File: config.mk
export PLATFORM = sky130hd
export DESIGN_NAME = mem_arbiter_flat
export DESIGN_NICKNAME = d
export VERILOG_FILES = /design/src/rtl/mem_arbiter_if.sv /design/src/rtl/mem_arbiter.sv /design/src/flat_wrapper.sv
export SDC_FILE = /design/constraint.sdc
export NUM_CORES = 1
export LEC_CHECK = 0
export CAP_MARGIN = 25
export CORE_UTILIZATION = 36
export CTS_BUF_LIST = sky130_fd_sc_hd__clkbuf_8 sky130_fd_sc_hd__clkbuf_16
export CTS_CLUSTER_DIAMETER = 200
export DETAILED_ROUTE_END_ITERATION = 10
export GPL_TIMING_DRIVEN = 0
export PLACE_DENSITY = 0.88
export SLEW_MARGIN = 0
export SYNTH_ARGS = -nofsm -noshare
export SYNTH_HDL_FRONTEND = slang
export SYNTH_SLANG_ARGS = --single-unit
File: constraint.sdc
create_clock -name clk -period 1.91 [get_ports clk]
set_clock_uncertainty 0.2 [all_clocks]
set_input_delay 0.573 -clock clk [delete_from_list [all_inputs] [get_ports clk]]
set_output_delay 0.573 -clock clk [all_outputs]
set_load 0.01 [all_outputs]
File: src/rtl/mem_arbiter_if.sv
// mem_arbiter_if
//
// Bundles every signal between the arbiter, the two core requesters
// (instruction fetch "if_*" and load/store "d_*") and the unified memory
// ("mem_*"). clk and reset are not part of the bundle.
//
// Ports (from the arbiter's point of view, modport slave):
//   in : if_req, if_addr, d_req, d_we, d_addr, d_wdata, d_be,
//        mem_rdata, mem_ready
//   out: if_rdata, if_done, d_rdata, d_done, mem_req, mem_we, mem_addr,
//        mem_wdata, mem_be, stall, bus_err, dbg_state
// modport master is the mirror image, used by whatever drives the core
// and memory sides (the testbench).
//
// Handshake semantics, in one place:
//   Requester side: a requester raises *_req with stable fields and keeps
//   both unchanged until it sees its *_done pulse (one cycle). The done
//   cycle is the last cycle the request is held; a new request may be
//   presented from the following cycle.
//   Memory side: mem_req plays the role of "valid" and stays high with
//   stable fields until the memory answers with a single-cycle mem_ready
//   ("ready"), or the arbiter gives up after its timeout. mem_rdata is
//   only meaningful in the cycle mem_ready is high.
interface mem_arbiter_if #(
    parameter int AW = 32,
    parameter int DW = 32
);
    // Instruction fetch requester
    logic          if_req;
    logic [AW-1:0] if_addr;
    logic [DW-1:0] if_rdata;
    logic          if_done;

    // Load/store requester
    logic          d_req;
    logic          d_we;
    logic [AW-1:0] d_addr;
    logic [DW-1:0] d_wdata;
    logic [3:0]    d_be;
    logic [DW-1:0] d_rdata;
    logic          d_done;

    // Memory port
    logic          mem_req;
    logic          mem_we;
    logic [AW-1:0] mem_addr;
    logic [DW-1:0] mem_wdata;
    logic [3:0]    mem_be;
    logic [DW-1:0] mem_rdata;
    logic          mem_ready;

    // Core status
    logic          stall;
    logic          bus_err;

    // Arbiter FSM state, exported for observation only
    logic [1:0]    dbg_state;

    modport slave (
        input  if_req, if_addr,
        input  d_req, d_we, d_addr, d_wdata, d_be,
        input  mem_rdata, mem_ready,
        output if_rdata, if_done,
        output d_rdata, d_done,
        output mem_req, mem_we, mem_addr, mem_wdata, mem_be,
        output stall, bus_err, dbg_state
    );

    modport master (
        output if_req, if_addr,
        output d_req, d_we, d_addr, d_wdata, d_be,
        output mem_rdata, mem_ready,
        input  if_rdata, if_done,
        input  d_rdata, d_done,
        input  mem_req, mem_we, mem_addr, mem_wdata, mem_be,
        input  stall, bus_err, dbg_state
    );
endinterface

File: src/rtl/mem_arbiter.sv
// mem_arbiter
//
// Shares one single-ported, variable-latency memory between the core's
// instruction-fetch path and its load/store path. A winning request is
// latched, presented to memory until mem_ready (or a timeout), and then
// completed with a one-cycle done pulse to its owner, carrying read data.
//
// Ports:
//   clk       in   single clock, rising edge
//   reset     in   synchronous, active-high
//   bus       mem_arbiter_if.slave, all requester/memory/status signals
// Parameters:
//   AW        address width
//   DW        data width, 32 (byte enables are 4 bits)
//   TIMEOUT   BUSY cycles without mem_ready before abort, 1..255
//
// Flow: IDLE -> BUSY (one grant latched) -> RESP (done pulse) -> IDLE.
// All outputs are registered except stall.
module mem_arbiter #(
    parameter int AW      = 32,
    parameter int DW      = 32,
    parameter int TIMEOUT = 15
) (
    input  logic         clk,
    input  logic         reset,
    mem_arbiter_if.slave bus
);

    typedef enum logic [1:0] {
        ST_IDLE = 2'd0,
        ST_BUSY = 2'd1,
        ST_RESP = 2'd2
    } state_t;

    typedef enum logic {
        OWN_IF = 1'b0,
        OWN_D  = 1'b1
    } owner_t;

    // The counter reads 0 in the first BUSY cycle, so matching TIMEOUT-1
    // means TIMEOUT BUSY cycles have gone by without an answer.
    localparam logic [7:0] TMO_LAST = 8'(TIMEOUT - 1);

    state_t        state_q;
    state_t        state_n;

    // Owner of the current (or most recent) grant. This doubles as the
    // round-robin history: it resets to OWN_D so fetch wins the first tie.
    owner_t        owner_q;

    logic          grant;
    logic          grant_d;
    logic          complete;
    logic          abort;

    logic [7:0]    tmo_q;

    logic          mem_req_q;
    logic          mem_we_q;
    logic [AW-1:0] mem_addr_q;
    logic [DW-1:0] mem_wdata_q;
    logic [3:0]    mem_be_q;
    logic [DW-1:0] if_rdata_q;
    logic [DW-1:0] d_rdata_q;
    logic          if_done_q;
    logic          d_done_q;
    logic          bus_err_q;

    // ------------------------------------------------------------------
    // FSM state register
    // ------------------------------------------------------------------
    always_ff @(posedge clk) begin
        if (reset) begin
            state_q <= ST_IDLE;
        end else begin
            state_q <= state_n;
        end
    end

    // ------------------------------------------------------------------
    // FSM next state and per-cycle control strobes
    // ------------------------------------------------------------------
    always_comb begin
        state_n  = state_q;
        grant    = 1'b0;
        grant_d  = 1'b0;
        complete = 1'b0;
        abort    = 1'b0;

        case (state_q)
            ST_IDLE: begin
                if (bus.if_req || bus.d_req) begin
                    grant   = 1'b1;
                    state_n = ST_BUSY;
                    if (bus.if_req && bus.d_req) begin
                        // Tie: whoever did not win last time goes now.
                        grant_d = (owner_q == OWN_IF);
                    end else begin
                        grant_d = bus.d_req;
                    end
                end
            end

            ST_BUSY: begin
                // A late answer on the final timeout cycle still counts.
                if (bus.mem_ready) begin
                    complete = 1'b1;
                    state_n  = ST_RESP;
                end else if (tmo_q == TMO_LAST) begin
                    abort   = 1'b1;
                    state_n = ST_RESP;
                end
            end

            ST_RESP: begin
                // No grant here: the owner's req is still high this cycle.
                state_n = ST_IDLE;
            end

            default: begin
                state_n = ST_IDLE;
            end
        endcase
    end

    // ------------------------------------------------------------------
    // Datapath and registered outputs
    // ------------------------------------------------------------------
    always_ff @(posedge clk) begin
        if (reset) begin
            owner_q     <= OWN_D;
            tmo_q       <= 8'd0;
            mem_req_q   <= 1'b0;
            mem_we_q    <= 1'b0;
            mem_addr_q  <= '0;
            mem_wdata_q <= '0;
            mem_be_q    <= 4'h0;
            if_rdata_q  <= '0;
            d_rdata_q   <= '0;
            if_done_q   <= 1'b0;
            d_done_q    <= 1'b0;
            bus_err_q   <= 1'b0;
        end else begin
            // Done pulses last exactly the RESP cycle.
            if_done_q <= 1'b0;
            d_done_q  <= 1'b0;

            if (grant) begin
                mem_req_q <= 1'b1;
                tmo_q     <= 8'd0;
                if (grant_d) begin
                    owner_q     <= OWN_D;
                    mem_we_q    <= bus.d_we;
                    mem_addr_q  <= bus.d_addr;
                    mem_wdata_q <= bus.d_wdata;
                    mem_be_q    <= bus.d_be;
                end else begin
                    // Fetch is always a full-word read.
                    owner_q     <= OWN_IF;
                    mem_we_q    <= 1'b0;
                    mem_addr_q  <= bus.if_addr;
                    mem_wdata_q <= '0;
                    mem_be_q    <= 4'hF;
                end
            end

            if (complete || abort) begin
                mem_req_q <= 1'b0;
                if (owner_q == OWN_IF) begin
                    if_done_q <= 1'b1;
                end else begin
                    d_done_q <= 1'b1;
                end
            end else if (state_q == ST_BUSY) begin
                tmo_q <= tmo_q + 8'd1;
            end

            if (complete) begin
                if (owner_q == OWN_IF) begin
                    if_rdata_q <= bus.mem_rdata;
                end else if (!mem_we_q) begin
                    // A store leaves the load data register alone.
                    d_rdata_q <= bus.mem_rdata;
                end
            end

            if (abort) begin
                bus_err_q <= 1'b1;
                if (owner_q == OWN_IF) begin
                    if_rdata_q <= '0;
                end else begin
                    d_rdata_q <= '0;
                end
            end
        end
    end

    // ------------------------------------------------------------------
    // Outputs
    // ------------------------------------------------------------------
    assign bus.mem_req   = mem_req_q;
    assign bus.mem_we    = mem_we_q;
    assign bus.mem_addr  = mem_addr_q;
    assign bus.mem_wdata = mem_wdata_q;
    assign bus.mem_be    = mem_be_q;
    assign bus.if_rdata  = if_rdata_q;
    assign bus.d_rdata   = d_rdata_q;
    assign bus.if_done   = if_done_q;
    assign bus.d_done    = d_done_q;
    assign bus.bus_err   = bus_err_q;
    assign bus.dbg_state = state_q;

    // Stall drops in the done cycle so the core can advance on that edge.
    assign bus.stall = (bus.if_req & ~if_done_q) | (bus.d_req & ~d_done_q);

endmodule

File: src/flat_wrapper.sv
// flat-port wrapper written by rule: the top's interface ports become plain ports
module mem_arbiter_flat 
#(
    parameter int AW      = 32,
    parameter int DW      = 32,
    parameter int TIMEOUT = 15
)
  (clk, reset, bus_if_req, bus_if_addr, bus_d_req, bus_d_we, bus_d_addr, bus_d_wdata, bus_d_be, bus_mem_rdata, bus_mem_ready, bus_if_rdata, bus_if_done, bus_d_rdata, bus_d_done, bus_mem_req, bus_mem_we, bus_mem_addr, bus_mem_wdata, bus_mem_be, bus_stall, bus_bus_err, bus_dbg_state);
  mem_arbiter_if #(.AW(AW), .DW(DW)) bus_i ();
  input  logic clk;
  input  logic reset;
  input wire logic [$bits(bus_i.if_req)-1:0] bus_if_req;
  input wire logic [$bits(bus_i.if_addr)-1:0] bus_if_addr;
  input wire logic [$bits(bus_i.d_req)-1:0] bus_d_req;
  input wire logic [$bits(bus_i.d_we)-1:0] bus_d_we;
  input wire logic [$bits(bus_i.d_addr)-1:0] bus_d_addr;
  input wire logic [$bits(bus_i.d_wdata)-1:0] bus_d_wdata;
  input wire logic [$bits(bus_i.d_be)-1:0] bus_d_be;
  input wire logic [$bits(bus_i.mem_rdata)-1:0] bus_mem_rdata;
  input wire logic [$bits(bus_i.mem_ready)-1:0] bus_mem_ready;
  output wire logic [$bits(bus_i.if_rdata)-1:0] bus_if_rdata;
  output wire logic [$bits(bus_i.if_done)-1:0] bus_if_done;
  output wire logic [$bits(bus_i.d_rdata)-1:0] bus_d_rdata;
  output wire logic [$bits(bus_i.d_done)-1:0] bus_d_done;
  output wire logic [$bits(bus_i.mem_req)-1:0] bus_mem_req;
  output wire logic [$bits(bus_i.mem_we)-1:0] bus_mem_we;
  output wire logic [$bits(bus_i.mem_addr)-1:0] bus_mem_addr;
  output wire logic [$bits(bus_i.mem_wdata)-1:0] bus_mem_wdata;
  output wire logic [$bits(bus_i.mem_be)-1:0] bus_mem_be;
  output wire logic [$bits(bus_i.stall)-1:0] bus_stall;
  output wire logic [$bits(bus_i.bus_err)-1:0] bus_bus_err;
  output wire logic [$bits(bus_i.dbg_state)-1:0] bus_dbg_state;
  assign bus_i.if_req = bus_if_req;
  assign bus_i.if_addr = bus_if_addr;
  assign bus_i.d_req = bus_d_req;
  assign bus_i.d_we = bus_d_we;
  assign bus_i.d_addr = bus_d_addr;
  assign bus_i.d_wdata = bus_d_wdata;
  assign bus_i.d_be = bus_d_be;
  assign bus_i.mem_rdata = bus_mem_rdata;
  assign bus_i.mem_ready = bus_mem_ready;
  assign bus_if_rdata = bus_i.if_rdata;
  assign bus_if_done = bus_i.if_done;
  assign bus_d_rdata = bus_i.d_rdata;
  assign bus_d_done = bus_i.d_done;
  assign bus_mem_req = bus_i.mem_req;
  assign bus_mem_we = bus_i.mem_we;
  assign bus_mem_addr = bus_i.mem_addr;
  assign bus_mem_wdata = bus_i.mem_wdata;
  assign bus_mem_be = bus_i.mem_be;
  assign bus_stall = bus_i.stall;
  assign bus_bus_err = bus_i.bus_err;
  assign bus_dbg_state = bus_i.dbg_state;
  mem_arbiter #(.AW(AW), .DW(DW), .TIMEOUT(TIMEOUT)) u_core (.clk(clk), .reset(reset), .bus(bus_i));
endmodule
==> results of run 1 <==
==> power groups by stage <==
stage                     sequential [mW]  combinational, mW  clock (mW)
final                                3.37               1.27        3.42
after global routing                 3.39               1.39        3.63
after CTS                            3.37               1.26        3.48
after floorplan                      3.51              0.484           0
after detailed placement             3.44               1.37           0
after global placement               3.43               1.36           0
==> logic make-up (layout without fill, tap and decap cells) <==
family / after synthesis / after routing / synth area share (%)
AND/OR/NAND/NOR: 294 / 294 / 21.6
AO/OA/AOI/OAI: 157 / 157 / 19.4
flip-flops: 148 / 148 / 53.8
buffers and inverters: 59 / 366 / 4.74
adder cells (fa/ha/maj): 2 / 2 / 0.454
==> final timing paths <==
path	startpoint	end	slack (ns)	depth (start not counted)
setup / recovery	u_core.bus.dbg_state[1]	bus_dbg_state[1]	0.05	1
hold / removal	u_core.bus.if_rdata[22]	u_core.bus.if_rdata[22]	0.25	2
setup reg to reg	u_core.bus.dbg_state[1]	u_core.bus.mem_addr[19]	0.09	4
hold reg to reg	u_core.bus.if_rdata[22]	u_core.bus.if_rdata[22]	0.25	2
==> flip-flops by register name, summed over array words and instances, names as in the netlist, 2 cells and up <==
register              count
u_core.bus.mem_addr      32
u_core.bus.d_rdata       32
u_core.bus.mem_wdata     32
u_core.bus.mem_be         4
u_core.tmo_q              8
u_core.bus.dbg_state      2
u_core.bus.if_rdata      32
==> routing by layer <==
layer	up-vias	routed length [um]
met5	-	0
met4	0	561
met3	44	1380
met2	249	8840
met1	2670	7170
li1	2854	-
==> repair_timing <==
item / in CTS / in global routing
pin swaps: 0 / 2
setup buffers: 0 / 1
gates resized for setup: 153 / 55
endpoints found under the setup margin: 269 / 101
hold endpoints to repair: 0 / 0
==> through the flow <==
| step | instances | hold slack [ns] | setup TNS [ns] | util (%) | instance area, um^2 |
|---|---|---|---|---|---|
| floorplan | 660 | 0.270 | 0 | - | 5510 |
| global placement | 1119 | 0.234 | -63.19 | 57.6 | 8490 |
| detailed placement | 1119 | 0.246 | -65.32 | 57.6 | 8490 |
| CTS | 1151 | 0.252 | -2.15 | 60.5 | 8930 |
| global route | 1151 | 0.267 | 0 | 61.2 | 9030 |
| finish | 1151 | 0.248 | 0 | 61.2 | 9030 |
==> layout make-up <==
class	instances	area [um^2]
Buffer	51	269
Clock buffer	19	453
Clock inverter	13	155
Fill cell	1328	5720
Inverter	7	26.3
Multi-Input combinational cell	453	2350
Sequential cell	148	2970
Tap cell	184	230
Timing Repair Buffer	276	2570
==> cell usage in the layout, fill, tap and decap left out, drive strengths merged, types with 4 or more instances in the layout <==
| master | count |
|---|---|
| buf | 27 |
| nor2 | 68 |
| a22oi | 33 |
| nand3 | 9 |
| o221a | 4 |
| inv | 9 |
| clkdlybuf4s50 | 133 |
| clkinv | 6 |
| dfxtp | 148 |
| nand2 | 198 |
| dlygate4sd2 | 136 |
| clkbuf | 48 |
| a21oi | 70 |
| a311oi | 34 |
==> reports/qor.txt, run 1 <==
OUTCOME
-----------------------------------------------------------------------------------------------
Run status ....................................................................... finished clean

TIMING
-----------------------------------------------------------------------------------------------
Setup Viol. Count Final ..........................................................            0
Max-slew violation total from the final report ...................................            0
Pin slew with the least headroom to its limit ....................................     0.577 ns
Final setup slack of the worst path ..............................................    0.0470 ns
Setup repair after global routing missed its margin ..............................           no
Relative max-transition margin ...................................................        61.5%
Peak Freq ........................................................................      537 MHz
Final period demand of the worst path ............................................      1.86 ns
Final-report hold violation count ................................................            0
Final clock period utilization by the worst path .................................        97.5%

CLOCK TREE
-----------------------------------------------------------------------------------------------
Num CTS Buffers ..................................................................           17
CTS max path bufs ................................................................            2
CTS tree .........................................................................        built
Clock input transition at the sequential cells of the worst setup and hold paths .      0.06 ns
Clock root buffer master .........................................................    clkbuf_16
H-tree level count ...............................................................            4
Cts hold-fix bufs ................................................................            0
Insertion delay of the later-clocked pin in the worst-skew pair ..................      0.42 ns
Total number of clock tree sinks .................................................          148

SETUP PATH
-----------------------------------------------------------------------------------------------
Worst Setup Path Type ............................................................ register to primary output
Crit end category ................................................................ primary output
WP data required .................................................................      1.14 ns
Cells along the critical path .................................................... clkdlybuf4s15_1
Biggest cell delay along the critical path .......................................      0.40 ns
Arrival time of data at the critical path endpoint ...............................      1.09 ns
Kind of start point of the critical path .........................................     register
Kind of cell with the highest combined delay on the critical path ................   flip-flops
Slowest cell on the critical path ................................................      dfxtp_4
Worst Path Buf+Inv ...............................................................            1
Max Fanout on Critical Path ......................................................            5

SYNTH
-----------------------------------------------------------------------------------------------
Number of enable flip-flop cells after synthesis .................................            0
Cell area after synthesis ........................................................    5510 um^2
Ranking of synthesized cells by instance count ................................... 198 x nand2_1, 148 x dfxtp_1, 70 x a21oi_1
Flip-flop and latch count after synthesis ........................................          148
Fraction of the yosys area taken by sequential cells .............................        53.8%
Ys Warns .........................................................................            0
Count of different cell masters after synthesis ..................................           38
Library cell with the highest instance count after synthesis .....................      nand2_1
Share of async-settable or async-resettable flops after synthesis ................           0%
Cell type contributing the most total cell area after synthesis ..................      dfxtp_1
Synthesized Nets .................................................................          800
Fraction of post-synthesis cell area in the top cell type by area ................        53.8%
Commonest register cell after synthesis ..........................................      dfxtp_1
Most area-consuming cells after synthesis ........................................ dfxtp_1 54%, nand2_1 13%, a21oi_1 6.4%
Average cell area after synthesis ................................................    8.35 um^2
Count of mapped cells out of synthesis ...........................................          660

PLACED DESIGN
-----------------------------------------------------------------------------------------------
Total of buffers placed on input and output ports ................................          275
Total half-perimeter wirelength after legalization and detailed placement ........      13.3 mm
Worst slack, placed ..............................................................    -0.854 ns
Placer's final routability congestion estimate ...................................        0.842

POWER
-----------------------------------------------------------------------------------------------
Clock share of power .............................................................        42.4%
Internal cell power ..............................................................      6.01 mW
Switch Pwr .......................................................................      2.05 mW
Power density relative to cell area ..............................................  892 nW/um^2
VDD IR max .......................................................................     0.570 mV
Part of the total power dissipated in sequential elements ........................        41.8%
Net Sw Frac ......................................................................        25.4%
Leakage Power ....................................................................      3.98 nW
Total design power ...............................................................      8.06 mW
Combinational fraction of design power ...........................................        15.8%

FLOORPLANNING
-----------------------------------------------------------------------------------------------
Core Region ......................................................................   14800 um^2
Chip Width .......................................................................       126 um
Placement row count ..............................................................           44
IO Count .........................................................................          278
Starting density of the core .....................................................        37.4%
Vert. Die Dim ....................................................................       126 um
Area of the die ..................................................................   15800 um^2

DRT
-----------------------------------------------------------------------------------------------
Post-detailed-routing wire length ................................................      18.0 mm
Total iterations of the first detailed-routing run ...............................            5
Wire per inst ....................................................................      15.6 um
Detailed-route vias per instance .................................................         5.05
Via Count ........................................................................         5817
DRT iter0 DRCs ...................................................................          286
Antenna-violating nets left ......................................................            0
Count of unresolved DRC violations after routing .................................            0

GRT
-----------------------------------------------------------------------------------------------
Vias in the first global route ...................................................         5693
Global-route wire length before repair ...........................................      28.5 mm
Initial antenna violation count ..................................................            0
Met3 Use GR ......................................................................        6.88%
Pin count of the biggest net entering global routing .............................           17
Overall Global Routing Usage .....................................................        23.0%
Global-route met2 utilization ....................................................        40.4%
Met1 routing resource usage after global routing .................................        25.5%
Overflow left after global routing ...............................................            0
Most used routing layer ..........................................................         met2

MIN PATH
-----------------------------------------------------------------------------------------------
Min-Delay Path Class ............................................................. register to register

JOB
-----------------------------------------------------------------------------------------------
Number of max-cap violations .....................................................            0

CELLS AND AREA
-----------------------------------------------------------------------------------------------
Antenna diode count ..............................................................            0
Share of layout cells above drive strength 1 .....................................        10.0%
Growth of design area from synthesis to finish ...................................        63.9%
Total number of nets in the final design .........................................         1094

(Power assumes the default switching activity.)
==> run 2, diff against run 1 <==
--- a/config.mk
+++ b/config.mk
@@ -10,8 +10,10 @@
 export CTS_BUF_LIST = sky130_fd_sc_hd__clkbuf_8 sky130_fd_sc_hd__clkbuf_16
 export CTS_CLUSTER_DIAMETER = 200
 export DETAILED_ROUTE_END_ITERATION = 10
+export GPL_ROUTABILITY_DRIVEN = 0
 export GPL_TIMING_DRIVEN = 0
 export PLACE_DENSITY = 0.88
+export SETUP_SLACK_MARGIN = 0.1
 export SLEW_MARGIN = 0
 export SYNTH_ARGS = -nofsm -noshare
 export SYNTH_HDL_FRONTEND = slang
==> reports/qor.txt, run 2 (synthesis gave the netlist of run 1 again) <==
OUTCOME
-----------------------------------------------------------------------------------------------
Run status ....................................................................... finished clean

TIMING
-----------------------------------------------------------------------------------------------
Min Hold Slack ...................................................................     0.250 ns
Pin slew with the least headroom to its limit ....................................     0.549 ns
Max-slew violation total from the final report ...................................            0
Peak Freq ........................................................................      538 MHz
Final period demand of the worst path ............................................      1.86 ns
Final-report hold violation count ................................................            0
Setup repair after global routing missed its margin ..............................          yes
Relative max-transition margin ...................................................        63.4%
Final clock period utilization by the worst path .................................        97.3%
Final setup slack of the worst path ..............................................    0.0508 ns
Setup total negative slack .......................................................         0 ns
Setup Viol. Count Final ..........................................................            0

GRT
-----------------------------------------------------------------------------------------------
Global-route wire length before repair ...........................................      28.9 mm
Pin count of the biggest net entering global routing .............................           17
Initial antenna violation count ..................................................            0
Vias in the first global route ...................................................         5719
Overall Global Routing Usage .....................................................        23.3%
Global-route met2 utilization ....................................................        40.7%
Overflow left after global routing ...............................................            0
Met3 Use GR ......................................................................        6.80%
Met1 routing resource usage after global routing .................................        27.1%
Most used routing layer ..........................................................         met2

SETUP PATH
-----------------------------------------------------------------------------------------------
Arrival time of data at the critical path endpoint ...............................      1.99 ns
Timing startpoint of the critical path ........................................... u_core.tmo_q[0]
Kind of start point of the critical path .........................................     register
Cell depth of the worst flop-to-flop path ........................................            8
Reg-to-reg endpoint .............................................................. u_core.tmo_q[1]
Register-to-Register Setup Slack .................................................      0.05 ns
Max Fanout on Critical Path ......................................................            5
Startpoint of the most critical register-to-register path ........................ u_core.tmo_q[0]
Worst Setup Path Type ............................................................ register to register
WP data required .................................................................      2.04 ns
Crit end category ................................................................     register

DRT
-----------------------------------------------------------------------------------------------
Wire per inst ....................................................................      16.3 um
Total iterations of the first detailed-routing run ...............................            5
Count of unresolved DRC violations after routing .................................            0
Antenna-violating nets left ......................................................            0
Via Count ........................................................................         6035
Detailed-route vias per instance .................................................         5.16
DRT iter0 DRCs ...................................................................          301
Post-detailed-routing wire length ................................................      19.1 mm

MIN PATH
-----------------------------------------------------------------------------------------------
Min-Delay Path Class ............................................................. register to register
Startpoint of the lowest-slack hold path ......................................... u_core.bus.if_rdata[0]
Worst Hold Path Cells ............................................................            2
Endpoint, Worst Hold ............................................................. u_core.bus.if_rdata[0]

POWER
-----------------------------------------------------------------------------------------------
Power density relative to cell area ..............................................  865 nW/um^2
Leakage Power ....................................................................      3.71 nW
VDD IR max .......................................................................     0.560 mV

PLACED DESIGN
-----------------------------------------------------------------------------------------------
Total of buffers placed on input and output ports ................................          275
Worst slack, placed ..............................................................    -0.809 ns
Total half-perimeter wirelength after legalization and detailed placement ........      13.8 mm

CELLS AND AREA
-----------------------------------------------------------------------------------------------
Number of inserted filler cells in the final layout ..............................         1249
Commonest cells after routing, fill and taps aside ............................... 198 x nand2_1, 140 x dfxtp_1, 133 x clkdlybuf4s50_1
Share of layout cells above drive strength 1 .....................................        20.3%
Footprint of the flip-flops and latches ..........................................    2980 um^2
Area taken by multi-input logic gates ............................................    2460 um^2
Commonest non-fill, non-tap cell in the layout ...................................      nand2_1
Antenna diode count ..............................................................            0
Total number of nets in the final design .........................................         1113
Growth of design area from synthesis to finish ...................................        67.0%
Final cell utilization of the core ...............................................        62.4%

CLOCK TREE
-----------------------------------------------------------------------------------------------
Clock input transition at the sequential cells of the worst setup and hold paths .      0.06 ns
Clock root buffer master .........................................................    clkbuf_16
Num CTS Buffers ..................................................................           17
CTS tree .........................................................................        built
CTS max path bufs ................................................................            2
Insertion delay of the later-clocked pin in the worst-skew pair ..................      0.41 ns
Total number of clock tree sinks .................................................          148
H-tree level count ...............................................................            4

FLOORPLANNING
-----------------------------------------------------------------------------------------------
Area of the die ..................................................................   15800 um^2
Placement row count ..............................................................           44
Chip Width .......................................................................       126 um
Starting density of the core .....................................................        37.4%
IO Count .........................................................................          278
Vert. Die Dim ....................................................................       126 um
Core Region ......................................................................   14800 um^2

JOB
-----------------------------------------------------------------------------------------------
Number of max-cap violations .....................................................            0

==> run 2: per-stage QoR <==
stage	cell area, um^2	power, mW	instances
2_1_floorplan	5530	4.00	660
3_3_place_gp	8510	4.79	1119
3_5_place_dp	8510	4.82	1119
4_1_cts	9190	7.95	1156
5_1_grt	9210	8.25	1169
6_report	9210	7.96	1169
==> run 2: worst max-delay path by stage <==
stage / end / depth (start not counted)
after CTS: u_core.tmo_q[1] / 8
after floorplan: u_core.tmo_q[3] / 6
after global routing: u_core.tmo_q[1] / 8
final: u_core.tmo_q[1] / 8
after detailed placement: u_core.tmo_q[6] / 5
after global placement: u_core.tmo_q[6] / 5
==> run 2: per-layer routing <==
layer | wire [um] | up-vias
met4 | 372 | 0
met3 | 1300 | 30
met1 | 7670 | 2834
li1 | - | 2894
met5 | 0 | -
met2 | 9720 | 277
==> run 2: cell type report <==
class,instances,area share [%]
plain buffers,52,3.49
clock buffers,19,4.92
multi-input cells,453,26.8
clock inverters,12,1.24
well taps,184,2.50
repair buffers,294,28.3
flip-flops and latches,148,32.4
inverters,7,0.381
==> run 2: power breakdown <==
group | switching, mW | internal (mW) | total (mW)
Clock | 1.26 | 1.96 | 3.22
Sequential | 0.108 | 3.27 | 3.38
Combinational | 0.689 | 0.673 | 1.36
==> run 2: critical path: stages, from the launching register on <==
cell and delay (ns):
dfxtp_4 0.36, inv_4 0.04, ha_4 0.14, and4b_2 0.25
buf_6 0.13, a21bo_1 0.19, buf_6 0.14, or2_0 0.21
a21oi_1 0.12
==> run 2: timing repair <==
| action | CTS | global route |
|---|---|---|
| setup endpoints to repair | 283 | 244 |
| gates cloned | 1 | 3 |
| pin swaps | 8 | 5 |
| setup buffers | 5 | 10 |
| gates resized for setup | 285 | 164 |
| hold buffers | 0 | 0 |
